File: config.mk
export PLATFORM = sky130hd
export DESIGN_NAME = spi_tx_sequencer
export DESIGN_NICKNAME = d
export VERILOG_FILES = /design/src/rtl/spi_tx_sequencer.sv
export SDC_FILE = /design/constraint.sdc
export NUM_CORES = 1
export LEC_CHECK = 0
export ABC_AREA = 1
export CAP_MARGIN = 0
export CORE_UTILIZATION = 59
export CTS_CLUSTER_SIZE = 24
export DETAILED_ROUTE_END_ITERATION = 7
export PLACE_DENSITY = 0.81
export SYNTH_ARGS = -nofsm -noshare
export SYNTH_HDL_FRONTEND = slang
export SYNTH_SLANG_ARGS = --single-unit
File: constraint.sdc
create_clock -name clk -period 3.65 [get_ports clk]
set_input_delay 0.365 -clock clk [delete_from_list [all_inputs] [get_ports clk]]
set_output_delay 0.365 -clock clk [all_outputs]
set_load 0.03 [all_outputs]
File: src/rtl/spi_tx_sequencer.sv
`default_nettype none
// ============================================================================
// spi_tx_sequencer : byte FIFO that launches one SPI-master transfer per byte
// Rev 1.0 - initial release
// ============================================================================
module spi_tx_sequencer #(
   parameter int DEPTH   = 8,
   parameter int TIMEOUT = 255,
   parameter int AW      = $clog2(DEPTH)
) (
   input  logic          clk,
   input  logic          rst_n,
   input  logic [7:0]    i_tx_data,
   input  logic          i_tx_valid,
   output logic          o_tx_ready,
   output logic [AW:0]   o_level,
   output logic [7:0]    o_rx_data,
   output logic          o_rx_valid,
   output logic [7:0]    o_m_data_in,
   output logic          o_m_en,
   input  logic          i_m_busy,
   input  logic [7:0]    i_m_data_out,
   output logic          o_err_timeout,
   input  logic          i_clr_err
);

   localparam int            TW         = 16;
   localparam logic [AW:0]   c_full     = (AW+1)'(DEPTH);
   localparam logic [TW-1:0] c_tmo_last = TW'(TIMEOUT - 1);

   typedef enum logic [1:0] {
      S_IDLE = 2'd0,
      S_REQ  = 2'd1,
      S_XFER = 2'd2
   } state_t;

   logic [7:0]    r_mem [DEPTH];
   logic [AW-1:0] r_wr;
   logic [AW-1:0] r_rd;
   logic [AW:0]   r_count;
   logic [1:0]    r_sync;
   state_t        r_state;
   logic [TW-1:0] r_tmo;
   logic [7:0]    r_din;
   logic          r_en;
   logic [7:0]    r_rxd;
   logic          r_rxv;
   logic          r_err;

   logic          w_push;
   logic          w_pop;
   logic          w_busy_s;
   state_t        w_state_nx;
   logic [TW-1:0] w_tmo_nx;
   logic [7:0]    w_din_nx;
   logic          w_en_nx;
   logic [7:0]    w_rxd_nx;
   logic          w_rxv_nx;
   logic          w_err_set;

   assign o_tx_ready    = (r_count != c_full);
   assign w_push        = i_tx_valid && o_tx_ready;
   assign w_busy_s      = r_sync[1];
   assign o_level       = r_count;
   assign o_rx_data     = r_rxd;
   assign o_rx_valid    = r_rxv;
   assign o_m_data_in   = r_din;
   assign o_m_en        = r_en;
   assign o_err_timeout = r_err;

   // Storage is not reset; occupancy alone decides what is valid.
   always_ff @(posedge clk) begin
      if (w_push) begin
         r_mem[r_wr] <= i_tx_data;
      end
   end

   always_ff @(posedge clk or negedge rst_n) begin
      if (!rst_n) begin
         r_wr    <= '0;
         r_rd    <= '0;
         r_count <= '0;
      end else begin
         if (w_push) begin
            r_wr <= r_wr + 1'b1;
         end
         if (w_pop) begin
            r_rd <= r_rd + 1'b1;
         end
         if (w_push && !w_pop) begin
            r_count <= r_count + 1'b1;
         end else if (w_pop && !w_push) begin
            r_count <= r_count - 1'b1;
         end
      end
   end

   // m_busy comes from the sck domain; only the second flop is ever used.
   always_ff @(posedge clk or negedge rst_n) begin
      if (!rst_n) begin
         r_sync <= 2'b00;
      end else begin
         r_sync <= {r_sync[0], i_m_busy};
      end
   end

   always_ff @(posedge clk or negedge rst_n) begin
      if (!rst_n) begin
         r_state <= S_IDLE;
         r_tmo   <= '0;
         r_din   <= 8'h00;
         r_en    <= 1'b0;
         r_rxd   <= 8'h00;
         r_rxv   <= 1'b0;
         r_err   <= 1'b0;
      end else begin
         r_state <= w_state_nx;
         r_tmo   <= w_tmo_nx;
         r_din   <= w_din_nx;
         r_en    <= w_en_nx;
         r_rxd   <= w_rxd_nx;
         r_rxv   <= w_rxv_nx;
         if (w_err_set) begin
            r_err <= 1'b1;
         end else if (i_clr_err) begin
            r_err <= 1'b0;
         end
      end
   end

   always_comb begin
      w_state_nx = r_state;
      w_tmo_nx   = r_tmo;
      w_din_nx   = r_din;
      w_en_nx    = r_en;
      w_rxd_nx   = r_rxd;
      w_rxv_nx   = 1'b0;
      w_err_set  = 1'b0;
      w_pop      = 1'b0;
      unique case (r_state)
         S_IDLE: begin
            w_en_nx = 1'b0;
            if (r_count != '0) begin
               w_pop      = 1'b1;
               w_din_nx   = r_mem[r_rd];
               w_en_nx    = 1'b1;
               w_tmo_nx   = '0;
               w_state_nx = S_REQ;
            end
         end
         S_REQ: begin
            w_tmo_nx = r_tmo + 1'b1;
            // A busy flag still high from before counts as the acknowledge.
            if (w_busy_s) begin
               w_en_nx    = 1'b0;
               w_state_nx = S_XFER;
            end else if (r_tmo == c_tmo_last) begin
               w_en_nx    = 1'b0;
               w_err_set  = 1'b1;
               w_state_nx = S_IDLE;
            end
         end
         S_XFER: begin
            w_en_nx = 1'b0;
            if (!w_busy_s) begin
               w_rxd_nx   = i_m_data_out;
               w_rxv_nx   = 1'b1;
               w_state_nx = S_IDLE;
            end
         end
         default: begin
            w_en_nx    = 1'b0;
            w_state_nx = S_IDLE;
         end
      endcase
   end

endmodule
`default_nettype wire
==> Implementation_results.wiki <==
{| class="wikitable"
! Metric !! Value
|-
| Fraction of post-synthesis cell area in the top cell type by area || roughly two fifths
|-
| Setup repair after global routing missed its margin || false
|-
| Layout net count || 600
|-
| Placed standard-cell area || approximately 5500 um2
|-
| Overflow left after global routing || 0
|-
| Total nets after synthesis || around 550
|-
| Layout overhead on the synthesized area || 21.2%
|-
| Commonest register cell after synthesis || edfxtp_1
|-
| Ordered cell list for the critical path || nor2_2, nand3_1, nand2_1, inv_1, ha_1, inv_1, ha_1, or2_2, nand2_1, nand3_1, nand2_1, nand2_1, o21ai_0
|-
| Unique cell type count in the Yosys netlist || 31
|-
| Setup violations, final || 0
|-
| Minimum period implied by the final worst setup slack || 2.26 ns
|-
| Inserted Diodes || 0
|-
| Power per unit of standard cell area || just under 900 nW/um2
|-
| Core Box Area || about 8300 um2
|-
| Upper clock frequency limit || roughly 440 MHz
|-
| TritonCTS buffer count || 17
|-
| Clock Pin Slew Worst Setup and Hold Paths || 0.06 ns
|-
| Cell with the most instances after synthesis || nand2_1
|-
| Overall die height || between 90 and 100 um
|-
| Sort of element at the end of the critical path || register
|-
| Leak pwr || about 2.7 nW
|-
| Final clock period utilization by the worst path || approximately three fifths
|-
| Class of the tightest hold or removal check || input pin to asynchronous set/reset pin
|-
| Share of final-layout standard cells stronger than drive strength 1 || about a tenth
|-
| Final weighted congestion in routability-driven placement || 0.888
|-
| GRT Total Usage || a little over a quarter
|-
| Initial Utilization || 61.1%
|-
| CTS sink count || between 100 and 150
|-
| Clock root buffer || clkbuf_8
|-
| Mapped cell area || about 5000 um2
|-
| Sequential-to-total area share from yosys stat || 62.4%
|-
| Setup CP Type || register to register
|-
| TritonCTS clock tree || built
|-
| Final count of hold timing violations || 0
|-
| Length of the first detailed-routing pass in iterations || 5
|-
| EDFF count, synth || 64
|-
| Cell at the slowest stage of the critical path || dfrtp_1
|-
| Number of violations reported at the end of detailed-routing iteration 0 || around 400
|-
| Required time worst endpoint || between 4 and 5 ns
|-
| Most used standard cells in the synthesized netlist || nand2_1 (177), edfxtp_1 (64), nor2_1 (58)
|-
| Total of max-cap violations || 0
|-
| Final Cell Area || ~6100 um2
|-
| Mean instance size in the synthesized netlist || 9.66 um2
|-
| Maximum number of pins on one net before global-route repair || 50
|-
| Number of warning messages in the yosys log || 0
|-
| Critical path startpoint category || register
|-
| Critical Path AT || roughly 2.7 ns
|-
| Buffers on Ports || 44
|-
| Status || finished, final reports clean
|-
| Worst-Margin Slew || ~1.1 ns
|-
| Setup TNS || 0 ns
|-
| Count of H-tree levels built during CTS || 4
|-
| Clock buffer depth || 2
|-
| Final Routed Wirelength || ~11 mm
|-
| Number of antenna-violating nets in the routed design || 0
|-
| Clk Latency, worst-skew pair || 0.51 ns
|-
| Hold-fix buffers at CTS || 0
|-
| Antenna violations before repair || 0
|-
| First-pass GRT wire length || around 18 mm
|-
| Std cell rows || 33
|-
| Number of design rule violations left after detail routing || 0
|-
| Vias in the first global route || roughly 3700
|-
| I/O pin count || 45
|-
| Die area || between 8000 and 9000 um2
|-
| Maximum single-stage delay on the critical path || around 0.45 ns
|-
| Most used cell along the critical path || nand2_1
|-
| Largest fanout on the critical path || 5
|-
| Final core utilization || about three quarters
|-
| Via/cell ratio || about 5.5
|-
| Overall via count from detail_route || 3810
|-
| Maximum vdd drop || 0.000473 V
|-
| Headroom to the max-slew limit || between 20% and 30%
|-
| Post-synth ARST share || a little over two fifths
|-
| Final Slew Violations || 0
|-
| Setup repair bufs after CTS || 0
|-
| Biggest area consumer among synthesized cells || edfxtp_1
|-
| Average wire length per cell after detail routing || about 16 um
|-
| Hpwl dp || around 7.1 mm
|-
| Die width || about 94 um
|-
| Yosys reg bits || approximately 110
|-
| Cell types occupying the most area after synthesis || edfxtp_1 (38%), dfrtp_1 (24%), nand2_1 (13%), nor2_1 (4.3%), nand3_1 (4.3%)
|-
| Cell count after synthesis || 522
|-
| Post-cts gate resize count || 0
|-
| Worst Skew || roughly 0.0062 ns
|}
## registers in the layout (all words and copies together) (netlist names)
signal	cells
o_rx_valid	1
o_rx_data	8
o_m_data_in	8
r_sync	2
r_state	2
o_level	4
r_mem	64
r_tmo	16
r_rd	3
o_err_timeout	1
o_m_en	1
r_wr	3
## metal layers
metal | part of all wire (%) | up-vias | global-route usage (%)
met3 | 8.0 | 18 | 7.57
met5 | 0 | - | 0
met4 | 1.5 | 0 | 9.09
met2 | 48 | 187 | 42.8
li1 | - | 1810 | -
met1 | 43 | 1795 | 36.6
## cell families after synthesis
kind of cell | after synthesis | share of synthesized area [%]
xor+xnor | 5 | 0.868
simple gates | 305 | 26.0
buf+inv | 53 | 4.66
compound gates | 38 | 3.97
fa+ha+maj | 8 | 2.13
flops | 113 | 62.4
## worst max-delay path: cells and delay by family (launching register included)
kind            cells  cell delay [ns]
compound gates      1             0.06
fa+ha+maj           2             0.50
buf+inv             2             0.23
flops               1             0.45
simple gates        8             0.95
## final cells by class
| cell class | instances | area [um2] |
|---|---|---|
| Timing Repair Buffer | 46 | 450 |
| Clock inverter | 15 | 170 |
| Multi-Input combinational cell | 356 | 1660 |
| Fill cell | 549 | 2140 |
| Sequential cell | 113 | 3150 |
| Tap cell | 105 | 131 |
| Clock buffer | 17 | 414 |
| Inverter | 37 | 140 |
## power by group
part / total [mW] / switching, mW / internal (mW) / leakage (nW)
Combinational: 1.83 / 1.21 / 0.617 / 1.17
Clock: 1.61 / 0.616 / 0.989 / 0.283
Sequential: 1.86 / 0.204 / 1.65 / 1.21
Total: 5.29 / 2.03 / 3.26 / 2.66
## cells in the final DEF (no fill, tap or decap), types with 3 or more instances in the layout
master | Yosys | layout
nand2_1 | 177 | 177
edfxtp_1 | 64 | 64
nor2_1 | 58 | 58
dfrtp_1 | 49 | 49
nand3_1 | 43 | 43
clkdlybuf4s50_1 | 0 | 43
inv_1 | 31 | 31
o21ai_0 | 28 | 28
clkbuf_16 | 0 | 16
nand4_1 | 9 | 9
ha_1 | 7 | 7
inv_6 | 0 | 7
nor2_2 | 5 | 5
nand2_2 | 5 | 5
inv_2 | 4 | 4
o21ai_1 | 4 | 4
xor2_1 | 3 | 3
## worst paths after layout
kind                                        start  slack [ns]                      to  cells after the start
min reg2reg                   r_sync[0]$_DFF_PN0_        0.35     r_sync[1]$_DFF_PN0_                      0
min                                         rst_n        0.05    r_tmo[7]$_DFFE_PN0P_                      1
min in group clk                         i_m_busy        0.29     r_sync[0]$_DFF_PN0_                      1
max in group asynchronous                   rst_n        2.94  r_state[1]$_DFFE_PN0P_                      1
max                        o_level[0]$_DFFE_PN0P_        1.39  o_level[3]$_DFFE_PN0P_                     13
max reg2reg                o_level[0]$_DFFE_PN0P_        1.39  o_level[3]$_DFFE_PN0P_                     13
## stage by stage
stage                     hold slack (ns)  cells  total power, mW  setup slack (ns)
after floorplan                    0.0694    522             3.12              1.18
after global placement              0.335    657             3.60              1.39
after detailed placement            0.342    657             3.67              1.29
after CTS                          0.0824    689             5.30              1.39
after global routing                0.143    689             5.61              1.17
final                              0.0458    689             5.29              1.39
(Power assumes the default switching activity.)
